==> src/rtl/serial_add_pkg.sv <==
// Shared types and sizing helpers for the chunk-serial adder/subtractor.
package serial_add_pkg;

  typedef enum logic [1:0] {
    IDLE = 2'd0,
    RUN  = 2'd1,
    DONE = 2'd2
  } state_e;

  function automatic int numChunks(input int width, input int chunk);
    return width / chunk;
  endfunction

  // Counter sized to hold 0..N so the width is never zero, even when N = 1.
  function automatic int cntWidth(input int width, input int chunk);
    return $clog2(numChunks(width, chunk) + 1);
  endfunction

endpackage

==> src/rtl/chunk_add.sv <==
// Combinational CHUNK-bit ripple adder; also reports the carry into its MSB
// so the caller can derive signed overflow on the final chunk.
module chunk_add #(
  parameter int CHUNK = 4
) (
  input  logic [CHUNK-1:0] a,
  input  logic [CHUNK-1:0] b,
  input  logic             cin,
  output logic [CHUNK-1:0] sum,
  output logic             cout,
  output logic             carryMsb
);

  logic [CHUNK:0] c;

  always_comb begin
    c    = '0;
    sum  = '0;
    c[0] = cin;
    for (int i = 0; i < CHUNK; i++) begin
      sum[i]   = a[i] ^ b[i] ^ c[i];
      c[i + 1] = (a[i] & b[i]) | (c[i] & (a[i] ^ b[i]));
    end
  end

  assign cout     = c[CHUNK];
  assign carryMsb = c[CHUNK-1];

endmodule

==> src/rtl/serial_add_sub.sv <==
// Chunk-serial add/subtract: CHUNK bits per clock over WIDTH/CHUNK cycles,
// results published only when the operation completes.
module serial_add_sub
  import serial_add_pkg::*;
#(
  parameter int WIDTH = 32,
  parameter int CHUNK = 4
) (
  input  logic             clk,
  input  logic             rst_n,
  input  logic             start,
  input  logic             sub,
  input  logic [WIDTH-1:0] a,
  input  logic [WIDTH-1:0] b,
  input  logic             cin,
  output logic             busy,
  output logic             done,
  output logic [WIDTH-1:0] sum,
  output logic             cout,
  output logic             ovf,
  output logic [1:0]       dbgState
);

  localparam int N  = numChunks(WIDTH, CHUNK);
  localparam int CW = cntWidth(WIDTH, CHUNK);
  localparam logic [CW-1:0] LAST = CW'(N - 1);

  if (WIDTH % CHUNK != 0) begin : gBadChunk
    $error("serial_add_sub: WIDTH must be a multiple of CHUNK");
  end

  state_e           state;
  state_e           stateNext;
  logic             accept;
  logic             lastChunk;
  logic [WIDTH-1:0] aSh;
  logic [WIDTH-1:0] bSh;
  logic [WIDTH-1:0] resSh;
  logic [WIDTH-1:0] resNext;
  logic             carry;
  logic [CW-1:0]    cnt;
  logic [CHUNK-1:0] chunkSum;
  logic             chunkCout;
  logic             chunkMsb;

  // Handshake: start is a request, honoured only on a cycle where the block
  // is IDLE or DONE; a start seen while RUN is dropped and never queued.
  assign accept    = start && ((state == IDLE) || (state == DONE));
  assign lastChunk = (cnt == LAST);
  assign busy      = (state == RUN);
  assign done      = (state == DONE);
  assign dbgState  = state;

  chunk_add #(.CHUNK(CHUNK)) uChunk (
    .a        (aSh[CHUNK-1:0]),
    .b        (bSh[CHUNK-1:0]),
    .cin      (carry),
    .sum      (chunkSum),
    .cout     (chunkCout),
    .carryMsb (chunkMsb)
  );

  // New chunk enters at the MSB end so the result is aligned after N shifts.
  assign resNext = (resSh >> CHUNK) | (WIDTH'(chunkSum) << (WIDTH - CHUNK));

  always_comb begin
    stateNext = state;
    case (state)
      IDLE:    if (accept) stateNext = RUN;
      RUN:     if (lastChunk) stateNext = DONE;
      DONE:    stateNext = accept ? RUN : IDLE;
      default: stateNext = IDLE;
    endcase
  end

  always_ff @(posedge clk) begin
    if (!rst_n) state <= IDLE;
    else        state <= stateNext;
  end

  always_ff @(posedge clk) begin
    if (!rst_n) begin
      aSh   <= '0;
      bSh   <= '0;
      resSh <= '0;
      carry <= 1'b0;
      cnt   <= '0;
      sum   <= '0;
      cout  <= 1'b0;
      ovf   <= 1'b0;
    end else if (accept) begin
      aSh   <= a;
      bSh   <= b ^ {WIDTH{sub}};
      carry <= sub | cin;
      cnt   <= '0;
    end else if (state == RUN) begin
      aSh   <= aSh >> CHUNK;
      bSh   <= bSh >> CHUNK;
      resSh <= resNext;
      carry <= chunkCout;
      cnt   <= cnt + 1'b1;
      if (lastChunk) begin
        sum  <= resNext;
        cout <= chunkCout;
        ovf  <= chunkCout ^ chunkMsb;
      end
    end
  end

endmodule

==> config.mk <==
export PLATFORM = sky130hd
export DESIGN_NAME = serial_add_sub
export DESIGN_NICKNAME = d
export VERILOG_FILES = /design/src/rtl/serial_add_pkg.sv /design/src/rtl/chunk_add.sv /design/src/rtl/serial_add_sub.sv
export SDC_FILE = /design/constraint.sdc
export NUM_CORES = 1
export LEC_CHECK = 0
export ABC_AREA = 1
export BUFFER_PORTS_ARGS = -buffer_cell sky130_fd_sc_hd__buf_2
export CAP_MARGIN = 10
export CORE_MARGIN = 10
export CORE_UTILIZATION = 40
export DETAILED_ROUTE_END_ITERATION = 8
export MAX_ROUTING_LAYER = met4
export PLACE_DENSITY = 0.66
export SLEW_MARGIN = 20
export SYNTH_ARGS = -nofsm -noshare
export SYNTH_HDL_FRONTEND = slang
export SYNTH_SLANG_ARGS = --single-unit
==> constraint.sdc <==
create_clock -name clk -period 2.1 [get_ports clk]
set_input_delay 0.42 -clock clk [delete_from_list [all_inputs] [get_ports clk]]
set_output_delay 0.42 -clock clk [all_outputs]
set_load 0.01 [all_outputs]
== Word level (Yosys, flattened, before mapping) ==
Index checks and enable logic that the tools add are counted.

* Memory bits (read-only): 0
* Flip-flop bits (word level): 137
* Word-level logic and storage cells: 59
* Bits in latches: 0
* Memory bits (writable): 0
* Memories: 0
* Bits of input ports: 69
* Output and inout port bits: 38

* Bitwise logic cells: 26
* Equal/unequal tests: 5
* Muxes and demuxes: 10
* Shift operators: 0
* Reductions and logical operators: 8
* $lt $le $gt $ge: 0
* Add/sub/neg operators: 1
* Multipliers: 0
* Div/mod/pow operators: 0

{| class="wikitable"
|+ Operators with widths
! operator !! count
|-
| $mux 32 || 4
|-
| $or 28x32->32 || 1
|-
| $xor 32x32->32 || 1
|-
| $xor 1x1->1 || 9
|-
| $and 1x1->1 || 8
|-
| $pmux 2 s3 || 1
|-
| $or 1x1->1 || 5
|-
| $add 4x1->4 const B || 1
|-
| $eq 4x3->1 const B || 1
|-
| $mux 2 || 2
|-
| $reduce_and 2->1 || 2
|-
| $mux 1 || 3
|-
| $reduce_and 3->1 || 1
|-
| $eq 2x1->1 const B || 1
|-
| $eq 2x2->1 const B || 1
|-
| $logic_not 2->1 || 1
|-
| $ne 2x1->1 const B || 1
|-
| $ne 2x2->1 const B || 1
|-
| $not 1->1 || 2
|-
| $reduce_bool 2->1 || 1
|-
| $reduce_or 2->1 || 1
|-
| $logic_and 1x1->1 || 1
|-
| $logic_or 1x1->1 || 1
|}

== Longest topological paths before layout ==
* Depth after elaboration: 11
* Depth in mapped cells: 12
* Mapped depth without buffers: 12

== Cells and area by module ==
A second synthesis with hierarchy kept.

* Cell total of the unflattened synthesis: 872
* Area, all modules: 5893.2 um^2

{| class="wikitable"
|+ By module, submodules not included
! module !! area an instance (um^2) !! sequential area each (um^2) !! times used !! cells each
|-
| serial_add_sub || 5783.0 || 2662.6 || 1 || 860
|-
| chunk_add || 110.1 || 0.0 || 1 || 12
|}

== Worst setup path before layout ==
No wires, ideal clock.

* Kind: reg2reg
* From: register aSh[0]
* To: register sum[31]
* Setup time: 74 ps
* Period minus slack after synthesis: 2042 ps
* Arrival time: 1968 ps
* Stages on the path, launching flop included: 9
* Slack: 58 ps
* Required time: 2026 ps
* Path buffers: 0
* Path through: dfxtp_1 -> fa_1 -> inv_1 -> fa_1 -> inv_1 -> fa_1 -> inv_1 -> fa_1 -> o21ai_0

* Cells in the longest elaborated chain, start to end: 9
* Elaborated cells between the ends (all ways): 10
* Classes of those cells: bitwise: 10

{| class="wikitable"
|+ Ends and longest elaborated chain
! what !! RTL line !! text
|-
| from (decl) || serial_add_sub.sv:36 || <nowiki>logic [WIDTH-1:0] aSh;</nowiki>
|-
| from (signal assigned) || serial_add_sub.sv:97 || <nowiki>aSh <= aSh >> CHUNK;</nowiki>
|-
| $xor 1x1->1 || chunk_add.sv:22 || <nowiki>c[i + 1] = (a[i] & b[i]) | (c[i] & (a[i] ^ b[i]));</nowiki>
|-
| $and 1x1->1 || chunk_add.sv:22 ||
|-
| $or 1x1->1 * || chunk_add.sv:22 ||
|-
| $and 1x1->1 * || chunk_add.sv:22 ||
|-
| $or 1x1->1 * || chunk_add.sv:22 ||
|-
| $and 1x1->1 * || chunk_add.sv:22 ||
|-
| $or 1x1->1 * || chunk_add.sv:22 ||
|-
| $xor 1x1->1 * || chunk_add.sv:21 || <nowiki>sum[i] = a[i] ^ b[i] ^ c[i];</nowiki>
|-
| $or 28x32->32 * || serial_add_sub.sv:64 || <nowiki>assign resNext = (resSh >> CHUNK) | (WIDTH'(chunkSum) << (WIDTH - CHUNK));</nowiki>
|-
| to (signal assigned) || serial_add_sub.sv:103 || <nowiki>sum <= resNext;</nowiki>
|-
| to (decl) || serial_add_sub.sv:18 || <nowiki>output logic [WIDTH-1:0] sum,</nowiki>
|}

Mark *: on every way between the ends. The rest lies on a longest branch, timed or not.
A chain may end at the register's enable or synchronous reset.

== Final worst setup path ==
Same ends and word-level chain as after synthesis.

==> summary.md <==
| Metric | Value |
|---|---|
| Worst skew pair latency | 420 ps |
| Status | finished, final reports clean |
| Reg power frac | 43.6% |
| Net Sw Power | 1640 uW |
| Prevailing post-synth register cell | dfxtp_1 |
| Fin. max-slew vios | 0 |
| IO buf count | 106 |
| Util after Layout | 49.5% |
| Fraction of layout cells with a size suffix above 1 | 17.8% |
| Non-Filler Instances | 1164 |
| Number of setup buffers added after CTS | 0 |
| Clock skew | 7.55 ps |
| Critical Path End Type | flip-flop |
| Final nets | 1040 |
| GRT overflow | 0 |
| Combinational group share of total power | 11.7% |
| Hold Crit Class | in2reg |
| Dpl hpwl | 9.91 mm |
| FF+latch count, synth | 133 |
| Largest net degree at the start of global routing | 90 |
| Area of the multi-input gates | 0.00254 mm^2 |
| Total Wirelength | 14.6 mm |
| Synth Warn # | 0 |
| Pwr Density | 880 mW/mm^2 |
| Asr flop ratio synth | 0% |
| R2R Path End | sum[31] |
| Peak Freq | 486 MHz |
| Leakage | 0.00362 uW |
| Power, Total | 6330 uW |
| TritonRoute pass-1 iters | 5 |
| Hold Path Sink | aSh[28] |
| Num rows | 44 |
| Clk pwr share | 44.6% |
| I/O pin cnt | 107 |
| Power Internal | 4690 uW |
| TritonCTS buffer count | 17 |
| Post-synth cell types | 20 |
| Final Hold Fails | 0 |
| Final min period | 2060 ps |
| Die Wd | 142 um |
| Worst Path Required | 2450 ps |
| Layout area overhead | 21.6% |
| Post-Place Cell Area | 0.00660 mm^2 |
| Placer congestion estimate | 0.816 |
| Iter 0 DRT Violations | 244 |
| First-pass GRT wire length | 24.3 mm |
| Worst vdd ir | 606 uV |
| Worst-path clk slew | 60 ps |
| Hold path depth | 2 |
| Critical path class | reg2reg |
| Die height | 142 um |
| Area of the mapped netlist | 0.00591 mm^2 |
| Initial core utilization | 40.7% |
| Finished Cell Area | 0.00719 mm^2 |
| Gate Count Post-Synth | 877 |
| CTS Root Cell | clkbuf_16 |
| Fin Setup TNS | 0 ps |
| Switching share of power | 25.9% |
| Post-synth EDFFs | 0 |
| Slew margin rel. | 70.2% |
| Worst slew pin tran | 447 ps |
| CTS tree | built |
| Clk buf depth | 2 |
| Critical Path Start Type | flip-flop |
| Unrepaired setup endpoints after global routing | yes |
| Crit Path Max Fanout | 2 |
| Total Die Area | 0.0200 mm^2 |
| Final period utilization | 98.0% |
| Reg-to-Reg Start | aSh[0] |
| DRC errors left | 0 |
| CP arrival | 2410 ps |
| Core area | 0.0145 mm^2 |
| Fill count | 1532 |
| Number of global-route vias before repair | 5198 |
| Avg WL per Cell | 12.6 um |
| Avg Vias per Cell | 4.69 |
| Placed cells | 1131 |
| Initial antenna violation count | 1 |
| Number of H-tree levels | 4 |
| Seq/Total Area, Yosys | 45.0% |
| Antenna violation net count after detailed routing | 0 |
| Worst reg2reg setup slack | 40 ps |
| CTS Sinks | 133 |
| Reg2Reg Depth | 8 |
| Vias | 5458 |
| Gr usage total | 15.1% |
| Max-cap viol count | 0 |
| HP Start | a[28] |
| Register area | 0.00267 mm^2 |
| Endpoints failing setup | 0 |
| Avg Inst Size Synth | 6.74 um^2 |
| Syn_nets | 951 |
==> power by group through the flow <==
stage	sequential (uW)	combinational, uW	clock, uW
floorplan	2790	527	0
global placement	2810	735	0
detailed placement	2810	740	0
CTS	2760	748	2880
global route	2780	867	2980
finish	2760	742	2820
==> cells in the mapped netlist (2+ instances only) <==
master	number	area (um^2)
nand2_1	219	822
inv_1	128	480
o21ai_0	87	435
nor2_1	90	338
clkbuf_1	26	97.6
a211oi_1	4	30.0
nor3_1	10	50.1
fa_1	4	80.1
inv_2	2	7.51
buf_1	4	15.0
buf_2	22	110
nand3_1	85	425
nand2_2	2	12.5
o211a_1	4	40.0
a21oi_1	52	260
nor2_4	2	22.5
dfxtp_1	133	2660
==> sequential cells by signal (all words and copies together), names as in the netlist <==
name,cells
resSh,28
carry,1
sum,32
ovf,1
cout,1
bSh,32
cnt,4
dbgState,2
aSh,32
==> worst max-delay path by stage <==
stage | start | slack, ps | end | cells past startpoint
2_1_floorplan | aSh[0] | 60 | sum[31] | 8
4_1_cts | bSh[0] | 20 | ovf | 11
3_3_place_gp | aSh[0] | -10 | sum[31] | 8
3_5_place_dp | aSh[0] | -20 | sum[31] | 8
6_report | aSh[0] | 40 | sum[31] | 8
5_1_grt | aSh[0] | -50 | sum[31] | 8
==> stage by stage <==
stage / setup slack [ps] / hold WS (ps)
2_1_floorplan: 58.1 / 436
5_1_grt: -52.0 / 233
3_3_place_gp: -10.3 / 451
6_report: 42.5 / 244
4_1_cts: 20.6 / 230
3_5_place_dp: -15.1 / 453
==> routing by layer <==
layer	up-vias	global-route usage (%)	part of all wire (%)
li1	2912	-	-
met1	2433	17.7	47
met2	99	23.5	47
met3	14	4.94	4.8
met4	0	5.81	1.4
met5	-	-	0
==> final cells by class <==
class	count	area share [%]
Antenna cell	1	0.0348
Clock buffer	18	5.97
Clock inverter	14	1.91
Inverter	130	6.79
Multi-Input combinational cell	560	35.4
Sequential cell	133	37.1
Tap cell	184	3.20
Timing Repair Buffer	124	9.61
==> logic make-up (layout without fill, tap and decap cells) <==
kind of cell	after synthesis	in the layout	synth area share [%]
AND/OR/NAND/NOR	408	408	28.2
buffers and inverters	184	286	12.2
AO/OA/AOI/OAI	147	147	12.9
flip-flops	133	133	45.0
adder cells (fa/ha/maj)	5	5	1.57
other	0	1	0
==> worst max-delay path, cell delays in order (launching register included) <==
cell	delay, ps
dfxtp_2	330
fa_2	370
inv_2	70
fa_2	190
inv_2	40
fa_2	360
inv_2	80
fa_2	450
o21ai_1	120
==> cell usage in the layout (no fill, tap or decap) <==
master,n
nand2_1,219
dfxtp_1,130
inv_1,124
buf_2,106
nor2_1,89
o21ai_0,86
nand3_1,85
a21oi_1,51
clkbuf_16,17
buf_4,16
nor3_1,10
inv_2,6
clkinv_2,6
a211oi_1,4
o211a_1,4
fa_2,4
clkinvlp_4,4
dfxtp_2,3
nor2_4,2
nand2_2,2
bufinv_16,2
clkinv_4,2
buf_12,2
diode_2,1
nor2_2,1
o21ai_1,1
a21oi_2,1
ha_1,1
clkbuf_1,1
==> repair_timing <==
item | CTS | global route
pin swaps | 0 | 6
setup endpoints to repair | 3 | 5
hold buffers | 0 | 0
gates resized for setup | 2 | 11
(Power assumes the default switching activity.)
